File: src/rtl/bcd_digit_serial_adder_if.sv
// Operand/result handshake bundle for the digit-serial BCD adder.
// Ports: in_valid/in_ready/a_bcd/b_bcd/cin (operand side), out_valid/out_ready/sum_bcd/cout
//        (result side), err when BCD_INPUT_CHECK_EN is defined. master = producer/consumer, slave = adder.
interface bcd_digit_serial_adder_if #(
    parameter int DIGITS = 4
);
    logic                  in_valid;
    logic                  in_ready;
    logic [4*DIGITS-1:0]   a_bcd;
    logic [4*DIGITS-1:0]   b_bcd;
    logic                  cin;
    logic                  out_valid;
    logic                  out_ready;
    logic [4*DIGITS-1:0]   sum_bcd;
    logic                  cout;
`ifdef BCD_INPUT_CHECK_EN
    logic                  err;
`endif

    modport master (
`ifdef BCD_INPUT_CHECK_EN
        input  err,
`endif
        output in_valid, a_bcd, b_bcd, cin, out_ready,
        input  in_ready, out_valid, sum_bcd, cout
    );

    modport slave (
`ifdef BCD_INPUT_CHECK_EN
        output err,
`endif
        input  in_valid, a_bcd, b_bcd, cin, out_ready,
        output in_ready, out_valid, sum_bcd, cout
    );
endinterface

File: src/rtl/bcd_digit_serial_adder.sv
// Multi-digit packed-BCD adder, one digit per clock, LSD first; latency DIGITS clocks accept->out_valid.
// Ports: clk, rst_n (async active-low), bus (slave modport: operand and result valid/ready).
// Backpressure: holds result in DONE while out_ready=0; in_ready=0 from accept until after handshake.
// Optional macro BCD_INPUT_CHECK_EN adds the err output flagging non-BCD operand nibbles.
module bcd_digit_serial_adder #(
    parameter int DIGITS = 4
) (
    input  logic                     clk,
    input  logic                     rst_n,
    bcd_digit_serial_adder_if.slave  bus
);
    localparam int W  = 4 * DIGITS;
    localparam int IW = (DIGITS > 1) ? $clog2(DIGITS) : 1;
    localparam logic [IW-1:0] LAST = IW'(DIGITS - 1);

    typedef enum logic [1:0] {IDLE, RUN, DONE} state_t;

    state_t          state;
    logic [W-1:0]    a_reg;
    logic [W-1:0]    b_reg;
    logic [W-1:0]    acc;
    logic [W-1:0]    sum_reg;
    logic [IW-1:0]   idx;
    logic            carry;
    logic            cout_reg;
    logic            in_ready_reg;
    logic            out_valid_reg;

    logic [4:0]      digit_sum;
    logic [4:0]      digit_adj;
    logic            digit_cy;
    logic [3:0]      digit_out;
    logic [W-1:0]    acc_next;

    // Operands are shifted right each RUN cycle, so the active digit is always
    // in [3:0]; result digits enter at the top of acc and drift down, landing
    // digit 0 in [3:0] after DIGITS shifts.
    always_comb begin
        digit_sum = {1'b0, a_reg[3:0]} + {1'b0, b_reg[3:0]} + {4'b0000, carry};
        digit_adj = digit_sum + 5'd6;
        digit_cy  = (digit_sum > 5'd9);
        digit_out = digit_cy ? digit_adj[3:0] : digit_sum[3:0];
        acc_next  = W'({digit_out, acc} >> 4);
    end

`ifdef BCD_INPUT_CHECK_EN
    logic err_pending;
    logic err_reg;

    function automatic logic has_bad_nibble(input logic [W-1:0] v);
        logic bad;
        bad = 1'b0;
        for (int i = 0; i < DIGITS; i++) begin
            if (v[4*i +: 4] > 4'd9) bad = 1'b1;
        end
        return bad;
    endfunction

    assign bus.err = err_reg;
`endif

    always_ff @(posedge clk or negedge rst_n) begin
        if (!rst_n) begin
            state         <= IDLE;
            a_reg         <= '0;
            b_reg         <= '0;
            acc           <= '0;
            sum_reg       <= '0;
            idx           <= '0;
            carry         <= 1'b0;
            cout_reg      <= 1'b0;
            in_ready_reg  <= 1'b1;
            out_valid_reg <= 1'b0;
`ifdef BCD_INPUT_CHECK_EN
            err_pending   <= 1'b0;
            err_reg       <= 1'b0;
`endif
        end else begin
            case (state)
                IDLE: begin
                    if (bus.in_valid && in_ready_reg) begin
                        a_reg        <= bus.a_bcd;
                        b_reg        <= bus.b_bcd;
                        carry        <= bus.cin;
                        acc          <= '0;
                        idx          <= '0;
                        in_ready_reg <= 1'b0;
                        state        <= RUN;
`ifdef BCD_INPUT_CHECK_EN
                        err_pending  <= has_bad_nibble(bus.a_bcd) | has_bad_nibble(bus.b_bcd);
`endif
                    end
                end
                RUN: begin
                    a_reg <= a_reg >> 4;
                    b_reg <= b_reg >> 4;
                    carry <= digit_cy;
                    acc   <= acc_next;
                    idx   <= idx + 1'b1;
                    // Result registers are only loaded on the final digit, so
                    // partial sums never reach sum_bcd.
                    if (idx == LAST) begin
                        sum_reg       <= acc_next;
                        cout_reg      <= digit_cy;
                        out_valid_reg <= 1'b1;
                        idx           <= '0;
                        state         <= DONE;
`ifdef BCD_INPUT_CHECK_EN
                        err_reg       <= err_pending;
`endif
                    end
                end
                DONE: begin
                    if (bus.out_ready) begin
                        out_valid_reg <= 1'b0;
                        in_ready_reg  <= 1'b1;
                        state         <= IDLE;
`ifdef BCD_INPUT_CHECK_EN
                        err_reg       <= 1'b0;
`endif
                    end
                end
                default: begin
                    state         <= IDLE;
                    in_ready_reg  <= 1'b1;
                    out_valid_reg <= 1'b0;
                end
            endcase
        end
    end

    assign bus.in_ready  = in_ready_reg;
    assign bus.out_valid = out_valid_reg;
    assign bus.sum_bcd   = sum_reg;
    assign bus.cout      = cout_reg;
endmodule
File: src/flat_wrapper.sv
// flat-port wrapper written by rule: the top's interface ports become plain ports
module bcd_digit_serial_adder_flat 
#(
    parameter int DIGITS = 4
)
  (clk, rst_n, bus_in_valid, bus_a_bcd, bus_b_bcd, bus_cin, bus_out_ready, bus_in_ready, bus_out_valid, bus_sum_bcd, bus_cout);
  bcd_digit_serial_adder_if #(.DIGITS(DIGITS)) bus_i ();
  input  logic clk;
  input  logic rst_n;
  input wire logic [$bits(bus_i.in_valid)-1:0] bus_in_valid;
  input wire logic [$bits(bus_i.a_bcd)-1:0] bus_a_bcd;
  input wire logic [$bits(bus_i.b_bcd)-1:0] bus_b_bcd;
  input wire logic [$bits(bus_i.cin)-1:0] bus_cin;
  input wire logic [$bits(bus_i.out_ready)-1:0] bus_out_ready;
  output wire logic [$bits(bus_i.in_ready)-1:0] bus_in_ready;
  output wire logic [$bits(bus_i.out_valid)-1:0] bus_out_valid;
  output wire logic [$bits(bus_i.sum_bcd)-1:0] bus_sum_bcd;
  output wire logic [$bits(bus_i.cout)-1:0] bus_cout;
  assign bus_i.in_valid = bus_in_valid;
  assign bus_i.a_bcd = bus_a_bcd;
  assign bus_i.b_bcd = bus_b_bcd;
  assign bus_i.cin = bus_cin;
  assign bus_i.out_ready = bus_out_ready;
  assign bus_in_ready = bus_i.in_ready;
  assign bus_out_valid = bus_i.out_valid;
  assign bus_sum_bcd = bus_i.sum_bcd;
  assign bus_cout = bus_i.cout;
  bcd_digit_serial_adder #(.DIGITS(DIGITS)) u_core (.clk(clk), .rst_n(rst_n), .bus(bus_i));
endmodule
File: config.mk
export PLATFORM = sky130hd
export DESIGN_NAME = bcd_digit_serial_adder_flat
export DESIGN_NICKNAME = d
export VERILOG_FILES = /design/src/rtl/bcd_digit_serial_adder_if.sv /design/src/rtl/bcd_digit_serial_adder.sv /design/src/flat_wrapper.sv
export SDC_FILE = /design/constraint.sdc
export NUM_CORES = 1
export LEC_CHECK = 0
export BUFFER_PORTS_ARGS = -buffer_cell sky130_fd_sc_hd__buf_4
export CORE_MARGIN = 10
export CORE_UTILIZATION = 50
export CTS_CLUSTER_SIZE = 40
export DETAILED_ROUTE_END_ITERATION = 12
export GPL_TIMING_DRIVEN = 1
export PLACE_DENSITY = 0.76
export SLEW_MARGIN = 20
export SYNTH_ARGS = -nofsm -noshare
export SYNTH_HDL_FRONTEND = slang
export SYNTH_SLANG_ARGS = --single-unit
File: constraint.sdc
create_clock -name clk -period 2.55 [get_ports clk]
set_input_delay 0.255 -clock clk [delete_from_list [all_inputs] [get_ports clk]]
set_output_delay 0.255 -clock clk [all_outputs]
set_load 0.01 [all_outputs]
==> run metrics, run 1 <==
IO Pins=56; layout cells sized above 1=27.2%; post-synth net total=338; max_cap viols=0; GP Congestion=0.889; outcome=finished, final reports clean; area leader, netlist=dfrtp_1; die width=98.6 um; Critical Path Sink Type=flop; Max Clock Skew=0.00757 ns; RSZ-0062 raised after global routing=false; Avg Inst Size Synth=10.5 um^2; Synth warnings=0; Post-Layout Cell Count=428; DR WL/cell=16.6 um; Remaining DRCs=0; Post-DP HPWL=4.94 mm; worst skew pair latency=0.34 ns; internal power=2620 uW; Total Routing Usage GR=15.1%; n_diodes=0; clock power share=24.6%; synth top area cells=dfrtp_1 (54%), mux2i_1 (9.1%), nand2_1 (6.4%), o21ai_0 (6.3%), mux2_2 (4.4%); fmax=412 MHz; post-CTS setup buffers=0; CP required=2.83 ns; post-synthesis sequential area ratio=55.1%; initial antenna violation count=0; placed insts=412; Setup WS post-layout=0.122 ns; Post-synth EDFFs=0; post-synth design cell area=0.00309 mm^2; Seq pwr share=42.8%; net switching share of the total power=33.6%; I/O Buffers=55; Pleak=0.00205 uW; DR pass1 iterations=4; # hold bufs at CTS=0; Yosys top cell area share=54.3%; largest net degree at the start of global routing=69; GR Overflow Total=0; remaining antenna violation count=0; Place WS=-0.0289 ns; max-slew violations=0; CTS tree=done; via count=2,339; worst endpoint data arrival time=2.70 ns; pwr dens=1030 mW/mm^2; WL final=7.12 mm; Comb pwr share=32.6%; R2R setup slack=0.12 ns; final net count=392; initial core utilization=51.9%; global-route wire length before repair=12.0 mm; cells after synthesis=294; net switching power=1320 uW; H-tree levels=3; clk buf depth=2; Synth cell types=31; FF+latch count, synth=68; CTS Buf Count=9; Die Area=0.00973 mm^2; vias in the first global route=2,448; CTS clk-pin slew, worst paths=0.07 ns; clock root buffer=clkbuf_8; Crit Path Class=reg2reg; Period minus WS final=2.43 ns; Row Count=28; Vias/cell=5.46; Synth Flop Type=dfrtp_1; maximum VDD drop=0.000576 V; Async S/R FF share, synth=100%; worst rel slew slack=43.8%; worst hold path class=in2async; Setup-failing EPs final=0; clk sinks=68; die height=98.6 um; Worst setup SP type=flop; worst-margin pin slew=0.844 ns; 1st-iter DRT viols=119; Area growth syn-to-layout=23.8%; Final Cycle Share=95.2%; CP Max Fanout=5; # fillers=513; core area=0.00596 mm^2; Hold Vio Cnt, Final=0
[repair_timing]
item	4_1_cts	5_1_grt
endpoints found under the setup margin	6	4
pin swaps	0	2
resized for setup	3	3
[critical path, stage by stage (launching register included)]
cell	delay (ns)
dfrtp_1	0.40
fa_2	0.42
fa_2	0.54
inv_1	0.07
ha_2	0.18
a21o_1	0.20
or4_1	0.49
nand3_1	0.08
[through the flow]
step	hold slack [ns]	utilization [%]	total power, uW	setup TNS [ns]	area (um^2)
finish	0.00100	64.3	3940	0	3830
global route	0.0791	64.3	4220	0	3830
CTS	0.0432	64.2	3960	0	3820
detailed placement	0.413	60.3	2960	-0.0526	3590
global placement	0.415	60.3	2880	0	3590
floorplan	-0.0406	-	2450	0	3090
[layout by cell type, fill, tap and decap left out, types with 2 or more instances in the layout]
| cell type | netlist | routed |
|---|---|---|
| nor2_1 | 8 | 8 |
| o21ai_0 | 39 | 38 |
| clkbuf_1 | 13 | 2 |
| dfrtp_1 | 67 | 67 |
| mux2_2 | 12 | 12 |
| and3_1 | 2 | 2 |
| nor3_1 | 2 | 2 |
| ha_1 | 5 | 4 |
| mux2i_1 | 28 | 28 |
| a221oi_1 | 2 | 2 |
| nand2_1 | 53 | 52 |
| a21o_1 | 4 | 4 |
| nand3_1 | 19 | 19 |
| buf_4 | 0 | 60 |
| a21oi_1 | 7 | 6 |
| or4_1 | 2 | 2 |
| bufinv_16 | 0 | 2 |
| nand2b_1 | 9 | 9 |
| inv_1 | 2 | 2 |
| fa_2 | 0 | 2 |
| clkbuf_8 | 0 | 10 |
[cell usage after synthesis, types with 2 or more instances]
cell and number:
a221oi_1 2, a21o_1 4, fa_1 2, nand3_1 19, nand2b_1 9, a21oi_1 7, nor2b_1 2, mux2i_1 28
and3_1 2, nor3_1 2, dfrtp_1 67, inv_1 2, ha_1 5, nor2_1 8, mux2_2 12, clkbuf_1 13
o21ai_0 39, or4_1 2, nand2_1 53, buf_2 5
[power groups by stage]
| stage | combinational [uW] | sequential [uW] | clock [uW] |
|---|---|---|---|
| 2_1_floorplan | 767 | 1680 | 0 |
| 3_3_place_gp | 1200 | 1680 | 0 |
| 3_5_place_dp | 1250 | 1710 | 0 |
| 4_1_cts | 1290 | 1690 | 985 |
| 5_1_grt | 1450 | 1740 | 1040 |
| 6_report | 1280 | 1690 | 970 |
[final cells by class]
class / instances / area, um^2 / area share (%)
Clock buffer: 12 / 145 / 3.79
Clock inverter: 4 / 72.6 / 1.90
Inverter: 2 / 7.51 / 0.196
Multi-Input combinational cell: 206 / 1340 / 34.9
Sequential cell: 68 / 1700 / 44.5
Tap cell: 75 / 93.8 / 2.45
Timing Repair Buffer: 61 / 470 / 12.3
[logic make-up (layout without fill, tap and decap cells)]
group / count (synthesis) / count (layout) / share of synthesized area [%]
simple gates: 99 / 99 / 14.4
flops: 68 / 68 / 55.1
compound gates: 57 / 57 / 10.2
mux: 41 / 41 / 13.8
buf+inv: 20 / 79 / 2.63
fa+ha+maj: 7 / 7 / 3.32
xor+xnor: 2 / 2 / 0.567
[per-layer routing]
metal	up-vias	GRT usage [%]	wire (um)
li1	1124	-	-
met1	1135	18.3	2980
met2	64	24.4	3570
met3	16	3.98	400
met4	0	7.39	168
met5	-	0	0
[path summary, 6_finish.rpt]
check / start / endpoint / cells after the start
hold reg to reg: u_core.b_reg[14]$_DFFE_PN0P_ / u_core.b_reg[10]$_DFFE_PN0P_ / 2
setup / recovery: u_core.a_reg[0]$_DFFE_PN0P_ / u_core.bus.sum_bcd[13]$_DFFE_PN0P_ / 7
hold / removal: rst_n / u_core.b_reg[11]$_DFFE_PN0P_ / 1
min in group clk: bus_b_bcd[12] / u_core.b_reg[12]$_DFFE_PN0P_ / 3
max in group asynchronous: rst_n / u_core.b_reg[1]$_DFFE_PN0P_ / 1
setup reg to reg: u_core.a_reg[0]$_DFFE_PN0P_ / u_core.bus.sum_bcd[13]$_DFFE_PN0P_ / 7
Power figures use the tool's default switching activity.
==> run 2: changes to the inputs <==
--- a/config.mk
+++ b/config.mk
@@ -5,13 +5,14 @@
 export SDC_FILE = /design/constraint.sdc
 export NUM_CORES = 1
 export LEC_CHECK = 0
+export ABC_AREA = 1
 export BUFFER_PORTS_ARGS = -buffer_cell sky130_fd_sc_hd__buf_4
 export CORE_MARGIN = 10
 export CORE_UTILIZATION = 50
 export CTS_CLUSTER_SIZE = 40
 export DETAILED_ROUTE_END_ITERATION = 12
 export GPL_TIMING_DRIVEN = 1
-export PLACE_DENSITY = 0.76
+export PLACE_DENSITY = 0.75
 export SLEW_MARGIN = 20
 export SYNTH_ARGS = -nofsm -noshare
 export SYNTH_HDL_FRONTEND = slang
==> run 2 against run 1 <==
  * Count of clock-buffer cells in the layout decreased by 3
  * Core utilization decreased by 3.5 points
  * Non-clock buffer count down 1
  * Via count up 4.5%
  * Sequential power grew 7%
  * Routed wire length decreased by 3.6%
  * Power up 52%
  * Largest cell class unchanged
  * Worst hold slack gained 0.0056 ns
==> run metrics, run 2 <==
Hold Vio Cnt, Final=0; worst hold path class=in2async; Die Area=0.0100 mm^2; GP Congestion=0.894; Synth cell types=27; via count=2,445; Period minus WS final=2.43 ns; pwr dens=1560 mW/mm^2; CTS tree=done; fmax=411 MHz; DR pass1 iterations=6; commonest non-fill, non-tap cell in the layout=nand2_1; WL final=6.87 mm; worst skew pair latency=0.34 ns; post-route cell area=0.00384 mm^2; n_diodes=0; Max Clock Skew=0.0146 ns; Critical Path Sink Type=flop; synth top area cells=dfrtp_1 (52%), nand2_1 (9.6%), inv_1 (4.6%), o21ai_2 (3.5%), nand3_1 (3.3%); Remaining DRCs=0; global-route wire length before repair=11.7 mm; CP Cell Sequence=fa_2 > fa_2 > inv_1 > ha_2 > inv_2 > nor2_1 > a21oi_4 > nand2_4 > nand2_4 > nand2_2 > nand3_1 > o21ai_0; Avg Inst Size Synth=9.24 um^2; worst rel slew slack=43.9%; CP peak stage delay=0.60 ns; CTS clk-pin slew, worst paths=0.08 ns; Comb pwr share=54.9%; max-slew violations=0; CP required=2.76 ns; clk buf depth=2; CP Max Fanout=5; Commonest cells post-synth=nand2_1 (82), dfrtp_1 (67), inv_1 (39); count leader, synth=nand2_1; Seq pwr share=30.3%; core area=0.00631 mm^2; post-synthesis sequential area ratio=53.0%; Pleak=0.00189 uW; Setup-failing EPs final=0; maximum VDD drop=0.000731 V; Worst setup SP type=flop; net switching share of the total power=45.2%; cells after synthesis=348; # hold bufs at CTS=0; R2R depth=12; vias in the first global route=2,463; layout cells sized above 1=28.5%; clock root buffer=clkbuf_8; Post-DP HPWL=4.95 mm; initial antenna violation count=0; area leader, netlist=dfrtp_1; largest net degree at the start of global routing=69; Synth Flop Type=dfrtp_1; Slowest cell on crit path=fa_2; max_cap viols=0; setup TNS=0 ns; placed cell area=0.00361 mm^2; worst endpoint data arrival time=2.64 ns; CTS Buf Count=9; worst-margin pin slew=0.841 ns; Area growth syn-to-layout=19.3%; Vias/cell=5.05; Final Cycle Share=95.3%; Crit Path Class=reg2reg; Total Routing Usage GR=14.3%; post-synth net total=392; Row Count=29; Post-synth EDFFs=0; GR Overflow Total=0; net switching power=2710 uW; WHS=0.00658 ns; FF+latch count, synth=68; H-tree levels=3; remaining antenna violation count=0; outcome=finished, final reports clean; initial core utilization=50.9%; I/O Buffers=55; final net count=446; Yosys top cell area share=52.2%; die width=100 um; DR WL/cell=14.2 um; Async S/R FF share, synth=100%; clock power share=14.9%; internal power=3290 uW; post-synth design cell area=0.00321 mm^2; commonest cells after routing, fill and taps aside=nand2_1 (82), dfrtp_1 (67), buf_4 (60), inv_1 (38), nand3_1 (21); IO Pins=56; 1st-iter DRT viols=151; Synth warnings=0; clk sinks=68; die height=100 um
-- run 2: changes by cell type after synthesis, moves of 12 or more --
cell | previous run | this run
clkbuf_1 | 13 | 0
inv_1 | 2 | 39
mux2_2 | 12 | 0
mux2i_1 | 28 | 0
nand2_1 | 53 | 82
o21ai_0 | 39 | 20
o21ai_1 | 0 | 18
o21ai_2 | 0 | 13
-- run 2: cells by family (layout without fill, tap and decap cells) --
| group | count (synthesis) | count (layout) | synth area share (%) |
|---|---|---|---|
| adders and majority gates | 7 | 7 | 3.19 |
| DFF | 68 | 68 | 53.0 |
| AOI/OAI and AO/OA | 81 | 81 | 16.4 |
| and+or+nand+nor | 130 | 130 | 18.1 |
| buffers and inverters | 62 | 121 | 9.30 |
-- run 2: timing repair --
action	in CTS	in global routing
setup buffers	0	3
endpoints found under the setup margin	0	8
gates resized for setup	0	4
-- run 2: final timing paths --
| kind | startpoint | to | slack, ns |
|---|---|---|---|
| setup reg to reg | u_core.a_reg[0]$_DFFE_PN0P_ | u_core.acc[13]$_DFFE_PN0P_ | 0.12 |
| setup / recovery | u_core.a_reg[0]$_DFFE_PN0P_ | u_core.acc[13]$_DFFE_PN0P_ | 0.12 |
| max in group asynchronous | rst_n | u_core.acc[7]$_DFFE_PN0P_ | 1.98 |
| hold reg to reg | u_core.bus.in_ready$_DFFE_PN1P_ | u_core.bus.in_ready$_DFFE_PN1P_ | 0.48 |
| hold / removal | rst_n | u_core.bus.sum_bcd[9]$_DFFE_PN0P_ | 0.007 |
| min in group clk | bus_b_bcd[12] | u_core.b_reg[12]$_DFFE_PN0P_ | 0.15 |
-- run 2: power by group through the flow --
stage | Combinational, uW | Clock [uW] | Sequential (uW)
after floorplan | 2480 | 0 | 1850
after global placement | 3040 | 0 | 1820
after detailed placement | 3190 | 0 | 1840
after CTS | 3210 | 900 | 1820
after global routing | 3730 | 949 | 1870
final | 3290 | 890 | 1810
-- run 2: cell type report --
class | instances | area [um^2]
clock inverters | 7 | 73.8
flip-flops and latches | 68 | 1700
clock buffers | 9 | 124
well taps | 77 | 96.3
inverters | 45 | 169
fillers | 565 | 2480
multi-input cells | 218 | 1220
repair buffers | 60 | 450
-- run 2: per-layer routing --
layer | global-route usage (%) | vias up | share of wire (%)
li1 | - | 1242 | -
met3 | 5.56 | 8 | 6.4
met4 | 3.91 | 0 | 1.0
met2 | 22.2 | 57 | 48
met1 | 18.0 | 1138 | 45
met5 | 0 | - | 0
-- run 2: per-stage QoR --
stage | setup slack [ns] | utilization [%] | instances | total power (uW)
detailed placement | 0.0448 | 57.2 | 465 | 5020
finish | 0.119 | 60.8 | 484 | 5990
CTS | 0.0301 | 60.3 | 481 | 5920
global placement | 0.138 | 57.2 | 465 | 4860
global route | -0.000157 | 60.8 | 484 | 6540
floorplan | 0.228 | - | 348 | 4330
-- run 2: worst max-delay path: cells and delay by family (launching register included) --
kind	cells	cell delay (ns)
buffers and inverters	2	0.13
adders and majority gates	3	1.21
DFF	1	0.41
and+or+nand+nor	5	0.37
AOI/OAI and AO/OA	2	0.22
